`config.mk`:
```
export PLATFORM = sky130hd
export DESIGN_NAME = ascon_io_ctrl_flat
export DESIGN_NICKNAME = d
export VERILOG_FILES = /design/src/rtl/ascon_io_ctrl_pkg.sv /design/src/rtl/ascon_io_ctrl_if.sv /design/src/rtl/ascon_io_ctrl_ct_fifo.sv /design/src/rtl/ascon_io_ctrl.sv /design/src/flat_wrapper.sv
export SDC_FILE = /design/constraint.sdc
export NUM_CORES = 1
export LEC_CHECK = 0
export CAP_MARGIN = 0
export CORE_UTILIZATION = 30
export CTS_BUF_LIST = sky130_fd_sc_hd__clkbuf_8
export DETAILED_ROUTE_END_ITERATION = 6
export HOLD_SLACK_MARGIN = 0.1
export PLACE_DENSITY = 0.59
export SLEW_MARGIN = 20
export SYNTH_ARGS = -nofsm -noshare
export SYNTH_HDL_FRONTEND = slang
export SYNTH_SLANG_ARGS = --single-unit
```
`constraint.sdc`:
```
create_clock -name clock_i -period 4.1 [get_ports clock_i]
set_input_delay 0.82 -clock clock_i [delete_from_list [all_inputs] [get_ports clock_i]]
set_output_delay 0.82 -clock clock_i [all_outputs]
set_load 0.02 [all_outputs]
```
`src/rtl/ascon_io_ctrl_pkg.sv`:
```
// Shared types and constants for the host-side ASCON-128 I/O sequencer.
package ascon_io_ctrl_pkg;

  localparam int unsigned ASCON_BLOCK_W    = 64;
  localparam int unsigned ASCON_TAG_W      = 128;
  localparam int unsigned DEF_N_PT         = 4;
  localparam int unsigned DEF_INIT_CYCLES  = 16;
  localparam int unsigned DEF_BLOCK_CYCLES = 16;
  localparam int unsigned DEF_TIMEOUT      = 64;

  typedef enum logic [2:0] {
    StIdle,
    StStart,
    StGap,
    StLoad,
    StIssue,
    StWaitTag,
    StTagOut
  } io_state_t;

  function automatic int unsigned max_u(input int unsigned a, input int unsigned b);
    return (a > b) ? a : b;
  endfunction

endpackage

```
`src/rtl/ascon_io_ctrl_if.sv`:
```
// Host and core facing signals of the sequencer; slave is the sequencer's view.
interface ascon_io_ctrl_if;
  import ascon_io_ctrl_pkg::*;

  logic                     start_req_i;
  logic                     in_valid_i;
  logic                     in_ready_o;
  logic [ASCON_BLOCK_W-1:0] in_data_i;
  logic                     start_o;
  logic                     data_valid_o;
  logic [ASCON_BLOCK_W-1:0] data_o;
  logic                     cipher_valid_i;
  logic [ASCON_BLOCK_W-1:0] cipher_i;
  logic                     end_i;
  logic [ASCON_TAG_W-1:0]   tag_i;
  logic                     ct_valid_o;
  logic                     ct_ready_i;
  logic [ASCON_BLOCK_W-1:0] ct_data_o;
  logic                     tag_valid_o;
  logic                     tag_ready_i;
  logic [ASCON_TAG_W-1:0]   tag_o;
  logic                     busy_o;
  logic                     error_o;

  modport slave (
    input  start_req_i, in_valid_i, in_data_i, cipher_valid_i, cipher_i, end_i, tag_i,
           ct_ready_i, tag_ready_i,
    output in_ready_o, start_o, data_valid_o, data_o, ct_valid_o, ct_data_o, tag_valid_o,
           tag_o, busy_o, error_o
  );

  modport master (
    output start_req_i, in_valid_i, in_data_i, cipher_valid_i, cipher_i, end_i, tag_i,
           ct_ready_i, tag_ready_i,
    input  in_ready_o, start_o, data_valid_o, data_o, ct_valid_o, ct_data_o, tag_valid_o,
           tag_o, busy_o, error_o
  );

endinterface

```
`src/rtl/ascon_io_ctrl_ct_fifo.sv`:
```
// Two-entry ciphertext FIFO; push and pop may coincide, even when full.
module ascon_io_ctrl_ct_fifo
  import ascon_io_ctrl_pkg::*;
(
  input  logic                     clock_i,
  input  logic                     resetb_i,
  input  logic                     push_i,
  input  logic [ASCON_BLOCK_W-1:0] data_i,
  input  logic                     pop_i,
  output logic [ASCON_BLOCK_W-1:0] data_o,
  output logic                     full_o,
  output logic                     empty_o
);

  logic [ASCON_BLOCK_W-1:0] mem_q [2];
  logic                     wr_q, rd_q;
  logic [1:0]               cnt_q;
  logic                     do_push, do_pop;

  assign empty_o = (cnt_q == 2'd0);
  assign full_o  = (cnt_q == 2'd2);
  assign do_pop  = pop_i & ~empty_o;
  assign do_push = push_i & (~full_o | do_pop);
  assign data_o  = mem_q[rd_q];

  always_ff @(posedge clock_i or negedge resetb_i) begin
    if (!resetb_i) begin
      mem_q[0] <= '0;
      mem_q[1] <= '0;
      wr_q     <= 1'b0;
      rd_q     <= 1'b0;
      cnt_q    <= 2'd0;
    end else begin
      if (do_push) begin
        mem_q[wr_q] <= data_i;
        wr_q        <= ~wr_q;
      end
      if (do_pop) rd_q <= ~rd_q;
      cnt_q <= cnt_q + 2'(do_push) - 2'(do_pop);
    end
  end

endmodule

```
`src/rtl/ascon_io_ctrl.sv`:
```
// Host-side sequencer pacing AD + plaintext blocks into the ASCON core and
// returning ciphertext blocks and the tag over valid/ready.
module ascon_io_ctrl
  import ascon_io_ctrl_pkg::*;
#(
  parameter int unsigned N_PT         = DEF_N_PT,
  parameter int unsigned INIT_CYCLES  = DEF_INIT_CYCLES,
  parameter int unsigned BLOCK_CYCLES = DEF_BLOCK_CYCLES,
  parameter int unsigned TIMEOUT      = DEF_TIMEOUT
) (
  input logic            clock_i,
  input logic            resetb_i,
  ascon_io_ctrl_if.slave io
);

  localparam int unsigned CntW =
      $clog2(max_u(max_u(INIT_CYCLES, BLOCK_CYCLES), TIMEOUT) + 1);

  io_state_t                state_q;
  logic [CntW-1:0]          cnt_q;
  logic [3:0]               idx_q;
  logic                     start_q, dv_q, in_ready_q, busy_q, error_q, tag_valid_q, cv_q;
  logic [ASCON_BLOCK_W-1:0] data_q;
  logic [ASCON_TAG_W-1:0]   tag_q;
  logic                     ct_pop, ct_full, ct_empty;

  assign ct_pop = ~ct_empty & io.ct_ready_i;

  ascon_io_ctrl_ct_fifo u_ct_fifo (
    .clock_i  (clock_i),
    .resetb_i (resetb_i),
    .push_i   (cv_q),
    .data_i   (io.cipher_i),
    .pop_i    (ct_pop),
    .data_o   (io.ct_data_o),
    .full_o   (ct_full),
    .empty_o  (ct_empty)
  );

  always_ff @(posedge clock_i or negedge resetb_i) begin
    if (!resetb_i) begin
      state_q     <= StIdle;
      cnt_q       <= '0;
      idx_q       <= '0;
      start_q     <= 1'b0;
      dv_q        <= 1'b0;
      in_ready_q  <= 1'b0;
      busy_q      <= 1'b0;
      error_q     <= 1'b0;
      tag_valid_q <= 1'b0;
      cv_q        <= 1'b0;
      data_q      <= '0;
      tag_q       <= '0;
    end else begin
      // cipher_i is a held register in the core, so it is captured one cycle after the pulse
      cv_q <= io.cipher_valid_i & (state_q != StIdle);
      unique case (state_q)
        StIdle: begin
          if (io.start_req_i) begin
            error_q <= 1'b0;
            start_q <= 1'b1;
            busy_q  <= 1'b1;
            state_q <= StStart;
          end
        end
        StStart: begin
          start_q <= 1'b0;
          idx_q   <= '0;
          cnt_q   <= CntW'(INIT_CYCLES);
          state_q <= StGap;
        end
        StGap: begin
          if (cnt_q != '0) begin
            cnt_q <= cnt_q - CntW'(1);
          end else if (!ct_full) begin
            in_ready_q <= 1'b1;
            state_q    <= StLoad;
          end
        end
        StLoad: begin
          if (io.in_valid_i) begin
            data_q     <= io.in_data_i;
            in_ready_q <= 1'b0;
            dv_q       <= 1'b1;
            state_q    <= StIssue;
          end
        end
        StIssue: begin
          dv_q  <= 1'b0;
          idx_q <= idx_q + 4'd1;
          if (32'(idx_q) < N_PT) begin
            cnt_q   <= CntW'(BLOCK_CYCLES);
            state_q <= StGap;
          end else begin
            // The ISSUE cycle already counts toward the timeout window
            cnt_q   <= CntW'(TIMEOUT - 1);
            state_q <= StWaitTag;
          end
        end
        StWaitTag: begin
          if (io.end_i) begin
            tag_q       <= io.tag_i;
            tag_valid_q <= 1'b1;
            state_q     <= StTagOut;
          end else if (cnt_q <= CntW'(1)) begin
            error_q <= 1'b1;
            busy_q  <= 1'b0;
            state_q <= StIdle;
          end else begin
            cnt_q <= cnt_q - CntW'(1);
          end
        end
        StTagOut: begin
          if (io.tag_ready_i) tag_valid_q <= 1'b0;
          if ((!tag_valid_q || io.tag_ready_i) && ct_empty) begin
            busy_q  <= 1'b0;
            state_q <= StIdle;
          end
        end
        default: state_q <= StIdle;
      endcase
    end
  end

  assign io.start_o      = start_q;
  assign io.data_valid_o = dv_q;
  assign io.data_o       = data_q;
  assign io.in_ready_o   = in_ready_q;
  assign io.ct_valid_o   = ~ct_empty;
  assign io.tag_valid_o  = tag_valid_q;
  assign io.tag_o        = tag_q;
  assign io.busy_o       = busy_q;
  assign io.error_o      = error_q;

endmodule
```
`src/flat_wrapper.sv`:
```
// flat-port wrapper written by rule: the top's interface ports become plain ports
module ascon_io_ctrl_flat import ascon_io_ctrl_pkg::*;
#(
  parameter int unsigned N_PT         = DEF_N_PT,
  parameter int unsigned INIT_CYCLES  = DEF_INIT_CYCLES,
  parameter int unsigned BLOCK_CYCLES = DEF_BLOCK_CYCLES,
  parameter int unsigned TIMEOUT      = DEF_TIMEOUT
)
  (clock_i, resetb_i, io_start_req_i, io_in_valid_i, io_in_data_i, io_cipher_valid_i, io_cipher_i, io_end_i, io_tag_i, io_ct_ready_i, io_tag_ready_i, io_in_ready_o, io_start_o, io_data_valid_o, io_data_o, io_ct_valid_o, io_ct_data_o, io_tag_valid_o, io_tag_o, io_busy_o, io_error_o);
  ascon_io_ctrl_if io_i ();
  input logic clock_i;
  input logic resetb_i;
  input wire logic [$bits(io_i.start_req_i)-1:0] io_start_req_i;
  input wire logic [$bits(io_i.in_valid_i)-1:0] io_in_valid_i;
  input wire logic [$bits(io_i.in_data_i)-1:0] io_in_data_i;
  input wire logic [$bits(io_i.cipher_valid_i)-1:0] io_cipher_valid_i;
  input wire logic [$bits(io_i.cipher_i)-1:0] io_cipher_i;
  input wire logic [$bits(io_i.end_i)-1:0] io_end_i;
  input wire logic [$bits(io_i.tag_i)-1:0] io_tag_i;
  input wire logic [$bits(io_i.ct_ready_i)-1:0] io_ct_ready_i;
  input wire logic [$bits(io_i.tag_ready_i)-1:0] io_tag_ready_i;
  output wire logic [$bits(io_i.in_ready_o)-1:0] io_in_ready_o;
  output wire logic [$bits(io_i.start_o)-1:0] io_start_o;
  output wire logic [$bits(io_i.data_valid_o)-1:0] io_data_valid_o;
  output wire logic [$bits(io_i.data_o)-1:0] io_data_o;
  output wire logic [$bits(io_i.ct_valid_o)-1:0] io_ct_valid_o;
  output wire logic [$bits(io_i.ct_data_o)-1:0] io_ct_data_o;
  output wire logic [$bits(io_i.tag_valid_o)-1:0] io_tag_valid_o;
  output wire logic [$bits(io_i.tag_o)-1:0] io_tag_o;
  output wire logic [$bits(io_i.busy_o)-1:0] io_busy_o;
  output wire logic [$bits(io_i.error_o)-1:0] io_error_o;
  assign io_i.start_req_i = io_start_req_i;
  assign io_i.in_valid_i = io_in_valid_i;
  assign io_i.in_data_i = io_in_data_i;
  assign io_i.cipher_valid_i = io_cipher_valid_i;
  assign io_i.cipher_i = io_cipher_i;
  assign io_i.end_i = io_end_i;
  assign io_i.tag_i = io_tag_i;
  assign io_i.ct_ready_i = io_ct_ready_i;
  assign io_i.tag_ready_i = io_tag_ready_i;
  assign io_in_ready_o = io_i.in_ready_o;
  assign io_start_o = io_i.start_o;
  assign io_data_valid_o = io_i.data_valid_o;
  assign io_data_o = io_i.data_o;
  assign io_ct_valid_o = io_i.ct_valid_o;
  assign io_ct_data_o = io_i.ct_data_o;
  assign io_tag_valid_o = io_i.tag_valid_o;
  assign io_tag_o = io_i.tag_o;
  assign io_busy_o = io_i.busy_o;
  assign io_error_o = io_i.error_o;
  ascon_io_ctrl #(.N_PT(N_PT), .INIT_CYCLES(INIT_CYCLES), .BLOCK_CYCLES(BLOCK_CYCLES), .TIMEOUT(TIMEOUT)) u_core (.clock_i(clock_i), .resetb_i(resetb_i), .io(io_i));
endmodule
```
# Word-level counts from Yosys, hierarchy flattened
# Cells that the tools add are included.
[word_totals]
reg_bits = 345
in_bits = 264
[classes]
add_sub_neg = 4
magnitude_cmp = 5
n_eq_ne = 19
n_mux = 40
n_bitwise = 11
n_reduce_logical = 26
[op_table]
columns = ["cell", "count"]
rows = [
  ["64-bit 2-to-1 mux", 4],
  ["128-bit bitwise mux", 1],
  ["64-bit demux with 1-bit select", 1],
  ["7-bit case mux with 4 select lines", 1],
  ["3-bit 2-to-1 mux", 8],
  ["7-bit 2-to-1 mux", 3],
  ["3-bit case mux with 7 select lines", 1],
  ["2-bit != test, second input constant", 8],
  ["1-bit 2-to-1 mux", 13],
  ["4-bit AND reduction", 3],
  ["2-bit nonzero test", 6],
  ["1-bit case mux with 2 select lines", 5],
  ["3-bit equality test, second input constant", 3],
  ["4-bit case mux with 2 select lines", 1],
  ["2-bit AND reduction", 4],
  ["7-bit by 1-bit <= comparator with 1-bit output, second input constant", 1],
  ["7-bit nonzero test", 1],
  ["7-bit by 1-bit subtractor with 7-bit output, second input constant", 1],
  ["3-bit by 2-bit equality test with 1-bit output, second input constant", 2],
  ["6-bit 2-to-1 mux", 1],
  ["2-bit by 1-bit != test with 1-bit output, second input constant", 3],
  ["6-bit AND reduction", 1],
  ["3-bit nonzero test", 2],
  ["5-bit AND reduction", 1],
  ["21 further kinds", 30],
]

# Logic depth before layout (Yosys ltp)
[depth]
ltp_word = 8
mapped_depth = 7

# Hierarchy
# A second synthesis with hierarchy kept.
[hier_totals]
cells_unflattened = 913
area_unflattened_um2 = 15102.0
[by_module_without_submodules]
columns = ["mod", "n_inst", "cells_per_inst", "area_each_um2", "seq_area_each_um2"]
rows = [
  ["ascon_io_ctrl", 1, 554, 8894.8, 5330.1],
  ["ascon_io_ctrl_ct_fifo", 1, 359, 6207.2, 3303.2],
]

# Worst setup path after synthesis
# OpenSTA, ideal clock, no wires.
[synth_path]
path_kind = "flip-flop to output port"
from = "register u_core.u_ct_fifo.rd_q"
to = "output io_ct_data_o[44]"
arrival_ps = 1394
t_required_ps = 3280
slack_ps = 1886
stages_incl_launch_ff = 4
n_path_buf = 2
path_cell_list = "dfrtp_1 -> clkbuf_1 -> clkbuf_1 -> mux2_2"
[synth_via]
elab_chain_cells = 4
[synth_rtl]
columns = ["item", "line", "rtl"]
rows = [
  ["from (decl)", "ascon_io_ctrl_ct_fifo.sv:16", "logic wr_q, rd_q;"],
  ["from (signal assigned)", "ascon_io_ctrl_ct_fifo.sv:38", "if (do_pop) rd_q <= ~rd_q;"],
  ["1-bit inverter with 2-bit output (not written as such)", "ascon_io_ctrl_ct_fifo.sv:24", "assign data_o = mem_q[rd_q];"],
  ["64-bit 2-to-1 mux (not written as such) (3 in series)", "ascon_io_ctrl_ct_fifo.sv:24", ""],
  ["to (decl)", "flat_wrapper.sv:27", "output wire logic [$bits(io_i.ct_data_o)-1:0] io_ct_data_o;"],
]
# Every way passes these cells. The select of a mux whose other input is x is not followed.

# Final worst setup path
[layout_path]
from = "register u_core.u_ct_fifo.rd_q"
to = "output io_ct_data_o[55]"
# The elaborated chain is that of the path after synthesis.

==> flow_metrics.env <==
export IMPL_vias=9575
export IMPL_via_per_inst=4.50
export IMPL_power_density_nw_per_um2=854
export IMPL_worstPathCellList="buf_12, mux2_2, clkdlybuf4s50_1"
export IMPL_cpLargestDelayFamily="buffers and inverters"
export IMPL_ys_ff_latch=345
export IMPL_antenna_found_initial=4
export IMPL_drive_gt1_frac=0.236
export IMPL_worstSetupPathType="reg2out"
export IMPL_cts_resized=0
export IMPL_outcome="complete, no violations"
export IMPL_syn_area_per_cell_um2=16.1
export IMPL_maxCapViolations=0
export IMPL_die_width_um=223
export IMPL_synth_ff_type="dfrtp_1"
export IMPL_htree_levels=2
export IMPL_synth_mux_area_frac=0.328
export IMPL_drc=0
export IMPL_finalPower_uw=18600
export IMPL_drt_iter0_drc=324
export IMPL_critPathMaxStageDelay_ps=660
export IMPL_fin_crit_sh=0.847
export IMPL_syn_inst=909
export IMPL_cpMaxStageDelayCell="dfrtp_2"
export IMPL_synthesis_area_um2=14600
export IMPL_ir_drop_mv=0.369
export IMPL_rsz0062_at_grt="no"
export IMPL_clk_latency_ps=650
export IMPL_drtPass1Iterations=5
export IMPL_root_buffer="clkbuf_8"
export IMPL_layoutNonFillerInstCount=2130
export IMPL_critPathCaptureType="primary output"
export IMPL_first_global_vias=10537
export IMPL_die_h_um=223
export IMPL_initial_core_util=0.305
export IMPL_synth_commonest_cells="dfrtp_1, mux2_1, mux2_4"
export IMPL_yosys_cell_count_top_type="dfrtp_1"
export IMPL_async_reset_ff_frac=1.00
export IMPL_cp_arrival_ps=2650
export IMPL_grt_overflow_total=0
export IMPL_rows=80
export IMPL_tightestPinTransition_ps=811
export IMPL_crit_fanout=48
export IMPL_synth_compound_area_frac=0.0276
export IMPL_synth_edff_count=0
export IMPL_antenna_left=0
export IMPL_fmax_mhz=288
export IMPL_synth_fa_ha_area_frac=0.00428
export IMPL_final_core_util=0.455
export IMPL_ctsLongestPathBuffers=3
export IMPL_cp_start_kind="flip-flop"
export IMPL_grt_max_degree=97
export IMPL_syn_nets=1178
export IMPL_cts_buffers=61
export IMPL_cts_tree="yes"
export IMPL_path_buf_inv=2
export IMPL_fin_skew_ps=30.2
export IMPL_dpl_cell_count=2021
export IMPL_avgRoutedWirePerCell_um=19.4
export IMPL_routabilityCongestion=0.770
export IMPL_yosys_area_top_type="dfrtp_1"
export IMPL_cts_hold_buf=0
export IMPL_grt_pass1_wl_um=63700
export IMPL_ys_types=52
export IMPL_io_pin_count=527
export IMPL_area_growth_pct=49.1
export IMPL_seq_area_frac_synth=0.590
export IMPL_routed_wl_um=41400
export IMPL_dp_final_hpwl_um=29900
export IMPL_synth_top_family_by_area="multiplexers"
export IMPL_leakage_uw=0.00966
export IMPL_yosys_warnings=0
export IMPL_hold_class="in2async"
export IMPL_final_setup_tns_ps=0
export IMPL_ys_top_cells_by_area="dfrtp_1, mux2_4, mux2_1"
export IMPL_port_buffers=526
export IMPL_finalCriticalPeriod_ps=3470
export IMPL_required_ps=3280
export IMPL_setup_violations=0
export IMPL_synth_simple_area_share=0.0216
export IMPL_synth_xor_area_share=0.00180
export IMPL_synth_top_area_share=0.590
export IMPL_finalMaxSlewViolations=0
export IMPL_core_area_um2=47900
export IMPL_final_nets=1738
export IMPL_final_hold_viol_count=0
export IMPL_clock_sinks=345
export IMPL_cts_setup_buffers=0
export IMPL_slew_headroom=0.460
export IMPL_grt_total_usage=0.167
export IMPL_die_area_um2=49700
export IMPL_clk_pin_slew_ps=60
-- metal layers --
layer | up-vias | wire length [um] | global-route usage
met5 | - | 42 | 0
met4 | 6 | 1290 | 0.0676
li1 | 4366 | - | -
met2 | 353 | 20300 | 0.276
met3 | 80 | 3110 | 0.0548
met1 | 4770 | 16600 | 0.199
-- through the flow --
stage | area [um^2] | worst slack, ps | hold WS, ps
floorplan | 14600 | 1890 | 459
finish | 21800 | 627 | 228
global placement | 20600 | 1180 | 468
CTS | 21800 | 479 | 186
detailed placement | 20600 | 1140 | 471
global route | 21800 | 454 | 250
-- sequential cells by signal, indices dropped and copies added (netlist names), 2 cells and up --
name,flops
u_core.io.tag_o,128
u_core.u_ct_fifo.cnt_q,2
u_core.state_q,3
u_core.io.data_o,64
u_core.u_ct_fifo.mem_q,128
u_core.idx_q,4
u_core.cnt_q,7
-- final cells by class --
class / count / area (um^2)
inverters: 10 / 37.5
fillers: 4336 / 26100
multi-input cells: 508 / 5630
diodes: 1 / 2.50
clock inverters: 29 / 146
clock buffers: 79 / 1090
well taps: 615 / 769
repair buffers: 543 / 5510
flip-flops and latches: 345 / 8630
-- layout by cell type (no fill, tap or decap), types with 5 or more instances in the layout --
cell type        instances
nor2_1                  11
ha_1                     5
mux2_4                 120
buf_12                   9
a21oi_1                  9
clkdlybuf4s50_1        525
clkinv_2                 6
buf_4                    8
mux2_1                 151
dfrtp_1                344
nand2_1                 15
clkbuf_8                79
mux2_2                 113
o21ai_1                  7
o21ai_0                 17
inv_1                   31
-- worst paths after layout --
path,startpoint,depth (start not counted),endpoint,slack (ps)
max in group asynchronous,resetb_i,2,u_core.io.tag_o[80],2930
setup reg to reg,u_core.state_q[1],4,u_core.io.tag_o[118],1480
setup / recovery,u_core.u_ct_fifo.rd_q,3,io_ct_data_o[55],630
min in group clock_i,u_core.u_ct_fifo.mem_q[59],1,u_core.u_ct_fifo.mem_q[59],490
hold / removal,resetb_i,1,u_core.u_ct_fifo.mem_q[57],230
hold reg to reg,u_core.u_ct_fifo.mem_q[59],1,u_core.u_ct_fifo.mem_q[59],490
-- cell families after synthesis --
group | count (synthesis)
and+or+nand+nor | 56
DFF | 345
buffers and inverters | 56
adders and majority gates | 5
muxes | 387
AOI/OAI and AO/OA | 57
xor gates and xnor gates | 3
-- power breakdown --
part | internal, uW | switching, uW
clock | 1770 | 1430
combinational | 5040 | 4240
sequential | 5130 | 1030
total | 11900 | 6700
Power figures use the tool's default switching activity.
